## config.mk

```make
export PLATFORM = sky130hd
export DESIGN_NAME = seg_scan_display
export DESIGN_NICKNAME = d
export VERILOG_FILES = /design/src/rtl/seg_scan_display.sv
export SDC_FILE = /design/constraint.sdc
export NUM_CORES = 1
export LEC_CHECK = 0
export CORE_UTILIZATION = 54
export CTS_CLUSTER_DIAMETER = 60
export CTS_CLUSTER_SIZE = 12
export DETAILED_ROUTE_END_ITERATION = 7
export PLACE_DENSITY = 0.78
export SLEW_MARGIN = 20
export SYNTH_ARGS = -nofsm -noshare
export SYNTH_HDL_FRONTEND = slang
export SYNTH_SLANG_ARGS = --single-unit
```

## constraint.sdc

```tcl
create_clock -name Sys_CLK -period 2.4 [get_ports Sys_CLK]
set_input_delay 0.36 -clock Sys_CLK [delete_from_list [all_inputs] [get_ports Sys_CLK]]
set_output_delay 0.36 -clock Sys_CLK [all_outputs]
set_load 0.02 [all_outputs]
```

## src/rtl/seg_scan_display.sv

```systemverilog
// Multiplexed 7-segment scanner: per-slot prescaler, blanking, double-buffered digit data.
// Optional blink feature under `SEG_BLINK_EN` (adds Blink_Mask and BLINK_FRAMES).
module seg_scan_display #(
  parameter int DIGITS    = 2,
  parameter int SCAN_DIV  = 50000,
  parameter int BLANK_CYC = 16
`ifdef SEG_BLINK_EN
  , parameter int BLINK_FRAMES = 25
`endif
) (
  input  logic                  Sys_CLK,
  input  logic                  Sys_RST,
  input  logic [4*DIGITS-1:0]   Data_In,
  input  logic [DIGITS-1:0]     DP_In,
  input  logic                  Load,
  input  logic [DIGITS-1:0]     Digit_EN,
`ifdef SEG_BLINK_EN
  input  logic [DIGITS-1:0]     Blink_Mask,
`endif
  output logic [DIGITS-1:0]     COM,
  output logic [7:0]            SEG,
  output logic                  Frame_Done
);

  localparam int CW = $clog2(SCAN_DIV);
  localparam int IW = (DIGITS > 1) ? $clog2(DIGITS) : 1;
  localparam logic [CW-1:0] CNT_LAST  = CW'(SCAN_DIV - 1);
  localparam logic [CW-1:0] BLANK_END = CW'(BLANK_CYC);
  localparam logic [IW-1:0] IDX_LAST  = IW'(DIGITS - 1);

  logic [CW-1:0]       cnt;
  logic [IW-1:0]       idx;
  logic [4*DIGITS-1:0] shadow_data;
  logic [DIGITS-1:0]   shadow_dp;
  logic [4*DIGITS-1:0] disp_data;
  logic [DIGITS-1:0]   disp_dp;
  logic                pending;

  logic                tick;
  logic                wrap;
  logic                blink_ok;
  logic [3:0]          nib;
  logic                dp_cur;
  logic [6:0]          glyph;
  logic [DIGITS-1:0]   com_next;

`ifdef SEG_BLINK_EN
  localparam int FW = (BLINK_FRAMES > 1) ? $clog2(BLINK_FRAMES) : 1;
  localparam logic [FW-1:0] FRAME_LAST = FW'(BLINK_FRAMES - 1);

  logic [FW-1:0] frame_cnt;
  logic          blink_off;

  always_ff @(posedge Sys_CLK) begin
    if (!Sys_RST) begin
      frame_cnt <= '0;
      blink_off <= 1'b0;
    end else if (wrap) begin
      if (frame_cnt == FRAME_LAST) begin
        frame_cnt <= '0;
        blink_off <= ~blink_off;
      end else begin
        frame_cnt <= frame_cnt + 1'b1;
      end
    end
  end
`endif

  always_comb begin
    tick     = (cnt == CNT_LAST);
    wrap     = tick && (idx == IDX_LAST);
    nib      = disp_data[{idx, 2'b00} +: 4];
    dp_cur   = disp_dp[idx];
`ifdef SEG_BLINK_EN
    blink_ok = !(blink_off && Blink_Mask[idx]);
`else
    blink_ok = 1'b1;
`endif
    // Glyphs are active-low, bit 0 = segment a.
    case (nib)
      4'h0: glyph = 7'b1000000;
      4'h1: glyph = 7'b1111001;
      4'h2: glyph = 7'b0100100;
      4'h3: glyph = 7'b0110000;
      4'h4: glyph = 7'b0011001;
      4'h5: glyph = 7'b0010010;
      4'h6: glyph = 7'b0000010;
      4'h7: glyph = 7'b1111000;
      4'h8: glyph = 7'b0000000;
      4'h9: glyph = 7'b0010000;
      4'hA: glyph = 7'b0001000;
      4'hB: glyph = 7'b0000011;
      4'hC: glyph = 7'b1000110;
      4'hD: glyph = 7'b0100001;
      4'hE: glyph = 7'b0000110;
      default: glyph = 7'b0001110;
    endcase
    com_next = '1;
    if ((cnt >= BLANK_END) && Digit_EN[idx] && blink_ok)
      com_next[idx] = 1'b0;
  end

  always_ff @(posedge Sys_CLK) begin
    if (!Sys_RST) begin
      cnt         <= '0;
      idx         <= '0;
      shadow_data <= '0;
      shadow_dp   <= '0;
      disp_data   <= '0;
      disp_dp     <= '0;
      pending     <= 1'b0;
      COM         <= '1;
      SEG         <= '1;
      Frame_Done  <= 1'b0;
    end else begin
      cnt <= tick ? '0 : cnt + 1'b1;
      if (tick)
        idx <= (idx == IDX_LAST) ? '0 : idx + 1'b1;

      // A Load coinciding with the wrap bypasses the shadow so it is never a frame late.
      if (wrap) begin
        if (Load) begin
          shadow_data <= Data_In;
          shadow_dp   <= DP_In;
          disp_data   <= Data_In;
          disp_dp     <= DP_In;
          pending     <= 1'b0;
        end else if (pending) begin
          disp_data   <= shadow_data;
          disp_dp     <= shadow_dp;
          pending     <= 1'b0;
        end
      end else if (Load) begin
        shadow_data <= Data_In;
        shadow_dp   <= DP_In;
        pending     <= 1'b1;
      end

      COM        <= com_next;
      SEG        <= {~dp_cur, glyph};
      Frame_Done <= wrap;
    end
  end

endmodule
```

# Yosys cells after proc, flatten, opt, wreduce, memory -nomap -nowiden
# Memories as Yosys holds them, arrays and structs flattened. A register that Yosys moved wholly into a read port is not among the register bits.
# Cells that the tools add are included.
[totals] ff_bits=49 ram_bits=0 romBits=112 mem_count=1 input_bits=15 latch_bits=0 output_inout_bits=11 word_cells=41
[mem_list] memory="(no name shown)" words=16 width=7 read_ports=1 rd_clocked_by_memory_dff=1 write_ports=0 line_no="80" source="case (nib)"
[classes] n_shift=1 mul=0 n_bitwise=3 n_reduce_logical=9 add_sub_neg=2 magnitude_cmp=3 mux=11 eq_ne=1 n_div=0
[op_table] op="16-bit by 1-bit adder with 16-bit output (second input constant)" n=1
[op_table] op="16-bit == test (second input constant)" n=1
[op_table] op="16-bit by 5-bit greater-or-equal comparator with 1-bit output (second input constant)" n=1
[op_table] op="8-bit two-way mux" n=2
[op_table] op="8-bit by 4-bit variable part select with 4-bit output" n=1
[op_table] op="1-bit two-way mux" n=6
[op_table] op="2-bit two-way mux" n=2
[op_table] op="2-bit AND reduction" n=2
[op_table] op="2-bit OR reduction" n=2
[op_table] op="1-bit logical AND" n=3
[op_table] op="1-bit by 2-bit less-than comparator with 1-bit output (second input constant)" n=1
[op_table] op="1-bit inverter" n=2
[op_table] op="2-bit inverter" n=1
[op_table] op="2-bit nonzero test" n=1
[op_table] op="1-bit adder (second input constant)" n=1
[op_table] op="1-bit demux with 1-bit select" n=1
[op_table] op="1-bit greater-or-equal comparator (second input constant)" n=1
[op_table] op="1-bit zero test" n=1

# Logic depth before layout (Yosys ltp)
# Gate-level depths: netlist (run 1).
[depth] depth_word=5 ltp_mapped=7 depth_no_buf=6

# Least setup slack after synthesis (run 1)
# No wires, ideal clock.
[synth_path] path_type="flip-flop to flip-flop" start="register idx" end="register SEG[3]" stages_incl_launch_ff=7 path_slack_ns=0.352 t_arrival_ns=1.924 path_cell_list="dfxtp_1 > buf_4 > mux2i_1 > inv_1 > ha_1 > mux4_2 > nand2b_1"
[synth_via] elab_chain_len=1
[synth_rtl] element="start: declaration" line_no="32" source="logic [IW-1:0] idx;"
[synth_rtl] element="start signal: assignment" line_no="118" source="idx <= (idx == IDX_LAST) ? '0 : idx + 1'b1;"
[synth_rtl] element="8-bit by 4-bit variable part select with 4-bit output" line_no="72" source="nib = disp_data[{idx, 2'b00} +: 4];"
[synth_rtl] element="end: declaration" line_no="21" source="output logic [7:0] SEG,"
# No other way between the ends.
# A chain may end at the register's enable or synchronous reset.

# Worst setup path after layout (run 1)
[layout_path] start="register cnt[12]" end="register disp_data[3]"
[layout_via] elab_chain_len=3
[layout_rtl] element="start: declaration" line_no="31" source="logic [CW-1:0] cnt;"
[layout_rtl] element="start signal: assignment" line_no="116" source="cnt <= tick ? '0 : cnt + 1'b1;"
[layout_rtl] element="16-bit == test" line_no="70" source="tick = (cnt == CNT_LAST);"
[layout_rtl] element="1-bit logical AND" line_no="71" source="wrap = tick && (idx == IDX_LAST);"
[layout_rtl] element="2-bit AND reduction (no line)"
[layout_rtl] element="end signal: assignment" line_no="125" source="disp_data <= Data_In;"
[layout_rtl] element="end signal: assignment" line_no="129" source="disp_data <= shadow_data;"
[layout_rtl] element="end: declaration" line_no="35" source="logic [4*DIGITS-1:0] disp_data;"
# No other way between the ends.

==> summary.md, run 1 <==
| Metric | Value |
|---|---|
| Status | `finished clean` |
| Vias in the first global route | `1465` |
| Synth-to-Final Area Change | `19.1%` |
| CTS tree | `yes` |
| Overall power | `1.42 mW` |
| Core area | `~0.0037 sq mm` |
| Total Routing Usage GR | `0.206` |
| Worst slew margin | `0.544` |
| Starting density of the core | `0.575` |
| Fin. max-slew vios | `0` |
| Post-synthesis sequential area ratio | `0.456` |
| Mean Syn Cell Area | `between 10 and 15 sq um` |
| Crit start category | `flip-flop` |
| Top-level I/O count | `26` |
| Yosys top cell by area | `dfxtp_1` |
| First-pass GRT wire length | `6.56 mm` |
| Area fraction of the dominant cell type after synthesis | `0.456` |
| RSZ-0062 raised after global routing | `no` |
| Final worst path period share | `0.858` |
| Grt total ovfl | `0` |
| Gp weighted congestion | `0.918` |
| Filler instances | `300` |
| Largest net degree at the start of global routing | `22` |
| Final worst slack | `0.342 ns` |
| Max Freq | `486 MHz` |
| FP Rows | `22` |
| Worst EP required | `2.59 ns` |
| Port Buffer Count | `25` |
| Mapped Area | `about 0.0022 sq mm` |
| FF+latch area | `981 sq um` |
| Inst Count DP | `287` |
| Hold path cells | `1` |
| Data arrival time of the worst path | `2.25 ns` |
| Synth warnings | `0` |
| Die X | `65.1 um` |
| Setup Fix Bufs, Post-CTS | `0` |
| Multi-input gate area | `approximately 0.0011 sq mm` |
| Worst hold-check path type | `reg2reg` |
| Post-Route WL | `~3.8 mm` |
| Drc violations | `0` |
| Min Clock Period, post-route | `2.06 ns` |
| Vias | `about 1600` |
| Fraction of layout cells with a size suffix above 1 | `0.126` |
| DR pass1 iterations | `4` |
| Max FO, Critical Path | `10` |
| CTS Root Cell | `clkbuf_8` |
| Die area | `between 0.004 and 0.005 sq mm` |
| DP Worst Slack | `0.353 ns` |
| Reg clk slew, reported paths | `about 0.08 ns` |
| Hold_sp | `cnt[0]$_SDFF_PP0_` |
| Worst-Margin Slew | `0.666 ns` |
| CTS Buf Count | `5` |
| Via/cell ratio | `5.29` |
| Worst flop-to-flop path startpoint | `cnt[12]$_SDFF_PP0_` |
| Crit Path Class | `reg2reg` |
| Reg2Reg Capture Point | `disp_data[3]$_SDFFE_PN0P_` |
| MaxCap Viol Count | `0` |
| H-Tree Depth | `2` |
| Initial DRC Count | `94` |
| DR WL/cell | `13.0 um` |
| DP HPWL | `between 2 and 3 mm` |
| Post-layout nets | `269` |
| Final ANT Viol Nets | `0` |
| Hold EP | `cnt[0]$_SDFF_PP0_` |
| Power Density | `between 500 and 600 mW/mm^2` |
| Synth top area cells | `dfxtp_1 (46%), mux2i_1 (7.4%), mux2_2 (6.3%)` |
| Final hold violation count | `0` |
| Fin cells | `a little under 300` |
| Worst vdd ir | `464 uV` |
| Post-cts gate resize count | `0` |
| Synth Instances | `between 200 and 250` |
| Clk_lat worst skew | `0.30 ns` |
| Clock sink total | `49` |
| R2R cell count | `4` |
| Post-synthesis register bit count | `49` |
| Internal reg-to-reg setup slack | `0.34 ns` |
| Ant diodes | `0` |
| Initial antenna violation count | `0` |
| Worst setup EP type | `flip-flop` |
| Leak | `1.04 nW` |
| Setup TNS | `0 ns` |
| Syn Nets | `237` |
| Max Buffers Root-to-Sink | `2` |
| Die height | `approximately 65 um` |
| Post-Route Skew | `around 0.007 ns` |
| Post-CTS Hold Fix Bufs | `0` |
| Post-synthesis cell type count | `37` |
| Final setup viols | `0` |
==> cell usage in the layout, fill, tap and decap left out, types with 2 or more instances in the layout <==
cell	n
o21ai_0	3
a21oi_1	4
nor4_1	4
nor2_1	27
dfxtp_1	49
nand2b_1	4
inv_1	8
nor3_1	2
and3_1	3
nand2_1	9
or4_1	2
xor2_1	4
ha_1	8
mux2_2	12
mux2i_1	16
nand4_1	6
xnor2_1	10
and2_1	10
buf_4	8
clkbuf_8	6
clkdlybuf4s50_1	25
o221ai_1	3
nand3_1	9
==> cell usage after synthesis <==
cell type  number
mux2_2         12
buf_6           1
or4_1           2
nor4_4          1
and3_2          1
or4_4           1
buf_1           1
o22ai_1         1
and3b_1         1
nand3_1         9
nor2_1         27
dfxtp_1        49
a21oi_1         4
mux2i_1        16
mux4_2          1
o221ai_1        3
o211ai_4        1
buf_4           2
and4_1          1
nand2_1         9
ha_1            8
and3_1          3
o21ai_0         3
or3_1           1
nor4_1          4
o211ai_1        1
xor2_1          4
and2_1         10
xnor2_1        10
o311ai_0        1
nor2b_1         1
nor3_1          2
nand2b_1        4
inv_1           8
nand4_1         6
clkbuf_1        4
o31ai_1         1
==> cell families after synthesis <==
| group | synth area share |
|---|---|
| AOI/OAI and AO/OA | 0.0523 |
| xor gates and xnor gates | 0.0569 |
| adders and majority gates | 0.0465 |
| buffers and inverters | 0.0349 |
| DFF | 0.456 |
| muxes | 0.148 |
| and+or+nand+nor | 0.206 |
==> registers in the layout (all words and copies together), names as in the netlist <==
register,cells
disp_dp,2
SEG,8
cnt,16
idx,1
shadow_dp,2
disp_data,8
pending,1
Frame_Done,1
COM,2
shadow_data,8
==> per-stage QoR <==
stage	hold slack (ns)	cell area [sq um]	util
2_1_floorplan	0.437	2150	-
3_3_place_gp	0.458	2480	0.662
3_5_place_dp	0.469	2480	0.662
4_1_cts	0.484	2560	0.685
5_1_grt	0.531	2560	0.685
6_report	0.483	2560	0.685
==> layer usage <==
| metal | GRT usage | routed length, um |
|---|---|---|
| met1 | 0.256 | 1790 |
| met2 | 0.324 | 1780 |
| met3 | 0.0677 | 168 |
| met4 | 0.0924 | 64 |
| met5 | 0 | 0 |
==> area by class of cell <==
cell class / instances / share of cell area
tap: 48 / 0.0234
timing repair buffer: 33 / 0.121
clock buffer: 7 / 0.0337
sequential: 49 / 0.382
multi-input combinational: 149 / 0.428
inverter: 8 / 0.0117
==> critical path, stage by stage (launching register included) <==
cell      delay (ns)
dfxtp_1         0.36
or4_4           0.57
nor4_4          0.46
o211ai_4        0.24
mux2_2          0.32
==> worst max path at each step <==
stage                        from                         to  cells after the start
2_1_floorplan    idx$_SDFFE_PN0N_          SEG[3]$_SDFF_PN1_                      6
5_1_grt        cnt[12]$_SDFF_PP0_  disp_data[4]$_SDFFE_PN0P_                      4
6_report       cnt[12]$_SDFF_PP0_  disp_data[3]$_SDFFE_PN0P_                      4
3_5_place_dp   cnt[12]$_SDFF_PP0_  disp_data[3]$_SDFFE_PN0P_                      4
4_1_cts        cnt[12]$_SDFF_PP0_  disp_data[3]$_SDFFE_PN0P_                      4
3_3_place_gp   cnt[12]$_SDFF_PP0_  disp_data[6]$_SDFFE_PN0P_                      4
==> report_power, final <==
group          internal [mW]  switching (mW)  total, mW
Combinational         0.0501          0.0449     0.0950
Clock                  0.229           0.252      0.481
Sequential             0.833         0.00987      0.843
(Power assumes the default switching activity.)
==> run 2: changes to the inputs <==
- ABC_AREA: default -> 0
- CORE_MARGIN: default -> 1.5
- CORE_UTILIZATION: 54 -> 57
- CTS_BUF_LIST: default -> sky130_fd_sc_hd__clkbuf_4 sky130_fd_sc_hd__clkbuf_8
- PLACE_DENSITY: 0.78 -> 0.81
==> run 2 against run 1 <==
  * Power rose by 14%
  * Global-route usage rose by 0.63 points
  * Clock power increased by 42%
  * Critical path type unchanged
  * Critical endpoint is now disp_dp[0]$_SDFFE_PN0P_
==> summary.md, run 2 (synthesis gave the netlist of run 1 again) <==
| Metric | Value |
|---|---|
| Commonest non-fill, non-tap cells in the layout | `dfxtp_1 (49), nor2_1 (27), clkdlybuf4s50_1 (25)` |
| Setup TNS | `0 ns (unchanged)` |
| WL met2 | `1.89 mm (+6.2%)` |
| Clk_lat worst skew | `0.31 ns (about the same)` |
| Post-cts gate resize count | `0 (unchanged)` |
| CTS Buf Count | `5 (unchanged)` |
| Total Routing Usage GR | `0.212 (+0.00631)` |
| DR WL/cell | `13.4 um (+3.5%)` |
| Die X | `64.5 um (-1.0%)` |
| Crit start category | `flip-flop` |
| Worst EP required | `2.59 ns (about the same)` |
| Critical Path, Cell by Cell | `or4_4 > nor4_4 > o211ai_4 > mux2_2` |
| Worst flop-to-flop path startpoint | `cnt[12]$_SDFF_PP0_` |
| R2R cell count | `4 (unchanged)` |
| CP peak stage delay | `0.57 ns (about the same)` |
| Clock sink total | `49 (unchanged)` |
| Min Clock Period, post-route | `2.08 ns (+0.0245 ns)` |
| Initial antenna violation count | `0 (unchanged)` |
| Die area | `0.00416 sq mm (-2.1%)` |
| FF+latch area | `981 sq um (unchanged)` |
| Starting density of the core | `0.593 (+0.0174)` |
| FP Rows | `22 (unchanged)` |
| Grt total ovfl | `0 (unchanged)` |
| Worst slew margin | `0.551 (+0.00770)` |
| Hold_sp | `cnt[0]$_SDFF_PP0_` |
| Largest net degree at the start of global routing | `22 (unchanged)` |
| Internal reg-to-reg setup slack | `0.32 ns (-0.02 ns)` |
| Max FFs per register | `16 (unchanged)` |
| Top Layer Used | `met4` |
| Ant diodes | `0 (unchanged)` |
| Setup Fix Bufs, Post-CTS | `0 (unchanged)` |
| Port Buffer Count | `25 (unchanged)` |
| Gp weighted congestion | `0.914 (-0.43%)` |
| CP max-delay cell | `or4_4` |
| Multi-input gate area | `0.00110 sq mm (unchanged)` |
| WL met3 | `148 um (-12%)` |
| Max Freq | `480 MHz (-1.2%)` |
| Power Density | `621 mW/mm^2 (+12%)` |
| Top-level I/O count | `26 (unchanged)` |
| Post-Route WL | `3.94 mm (+3.5%)` |
| Final Core Density | `0.717 (+0.0318)` |
| Crit Path Class | `reg2reg` |
| Data arrival time of the worst path | `2.27 ns (+0.02 ns)` |
| Final hold violation count | `0 (unchanged)` |
| Post-Route Skew | `0.00710 ns (+0.000231 ns)` |
| Max Buffers Root-to-Sink | `2 (unchanged)` |
| Fraction of layout cells with a size suffix above 1 | `0.130 (+0.00407)` |
| Reg clk slew, reported paths | `0.09 ns (about the same)` |
| Post-layout nets | `268 (-0.37%)` |
| Hold path cells | `1 (unchanged)` |
| Leak | `1.06 nW (+1.8%)` |
| Filler instances | `300 (unchanged)` |
| Reg2Reg Capture Point | `disp_dp[0]$_SDFFE_PN0P_` |
| Via/cell ratio | `5.30 (+0.32%)` |
| Synth-to-Final Area Change | `21.0%` |
| Worst setup EP type | `flip-flop` |
| First-pass GRT wire length | `6.68 mm (+1.9%)` |
| Vias in the first global route | `1442 (-1.6%)` |
| M1 WL | `1.84 mm (+3.0%)` |
| Vias | `1559 (+0.32%)` |
| CTS Root Cell | `clkbuf_8` |
| Initial DRC Count | `119 (+27%)` |
| Core area | `0.00363 sq mm (-2.9%)` |
| Fin. max-slew vios | `0 (unchanged)` |
| Worst vdd ir | `526 uV (+13%)` |
| Worst-Margin Slew | `0.654 ns (-0.0112 ns)` |
| Commonest non-fill, non-tap cell in the layout | `dfxtp_1` |
| RSZ-0062 raised after global routing | `no` |
| Final worst path period share | `0.868 (+0.0102)` |
| H-Tree Depth | `2 (unchanged)` |
| CTS tree | `yes` |
| Final ANT Viol Nets | `0 (unchanged)` |
| DP HPWL | `2.74 mm (+1.3%)` |
| Hold EP | `cnt[0]$_SDFF_PP0_` |
| Max FO, Critical Path | `10 (unchanged)` |
| Worst hold-check path type | `reg2reg` |
| Drc violations | `0 (unchanged)` |
| Final setup viols | `0 (unchanged)` |
| Status | `finished clean` |
| DR pass1 iterations | `4 (unchanged)` |
| Die height | `64.5 um (-1.0%)` |
| MaxCap Viol Count | `0 (unchanged)` |
| Post-CTS Hold Fix Bufs | `0 (unchanged)` |
| Reg with most FFs | `cnt` |
[run 2: layout make-up]
cell class | instances | area share
multi-input cells | 149 | 0.421
flip-flops and latches | 49 | 0.377
clock buffers | 5 | 0.0264
clock inverters | 3 | 0.0250
well taps | 48 | 0.0231
inverters | 8 | 0.0115
repair buffers | 32 | 0.116
[run 2: per-stage QoR]
stage               cells  worst slack, ns  hold slack, ns  power [mW]  instance area [sq um]
CTS                   294            0.329           0.491        1.64                   2610
finish                294            0.317           0.492        1.62                   2610
floorplan             214            0.352           0.437       0.909                   2150
global placement      286            0.384           0.458       0.953                   2470
global route          294            0.255           0.529        1.69                   2610
detailed placement    286            0.355           0.469       0.956                   2470
[run 2: layer usage]
metal  vias to the layer above  GRT usage
met5                         -          0
met4                         0     0.0718
met3                         7     0.0677
met2                        31      0.350
met1                       718      0.263
li1                        803          -
[run 2: worst max-delay path by stage]
stage	from	to	slack (ns)	depth (start not counted)
2_1_floorplan	idx$_SDFFE_PN0N_	SEG[3]$_SDFF_PN1_	0.35	6
3_3_place_gp	cnt[12]$_SDFF_PP0_	disp_data[4]$_SDFFE_PN0P_	0.38	4
3_5_place_dp	cnt[12]$_SDFF_PP0_	disp_data[5]$_SDFFE_PN0P_	0.35	4
4_1_cts	cnt[12]$_SDFF_PP0_	disp_dp[0]$_SDFFE_PN0P_	0.33	4
5_1_grt	cnt[12]$_SDFF_PP0_	disp_dp[0]$_SDFFE_PN0P_	0.25	4
6_report	cnt[12]$_SDFF_PP0_	disp_dp[0]$_SDFFE_PN0P_	0.32	4
[run 2: power by group]
| part | total (mW) | switching [mW] | internal, mW | leakage [nW] |
|---|---|---|---|---|
| Clock | 0.681 | 0.268 | 0.414 | 0.0681 |
| Combinational | 0.0934 | 0.0444 | 0.0489 | 0.589 |
| Sequential | 0.843 | 0.0103 | 0.833 | 0.400 |
[run 2: critical path: cells and delay by family, from the launching register on]
family          cells  cell delay (ns)
compound gates      1             0.24
mux                 1             0.34
flops               1             0.36
simple gates        2             1.03
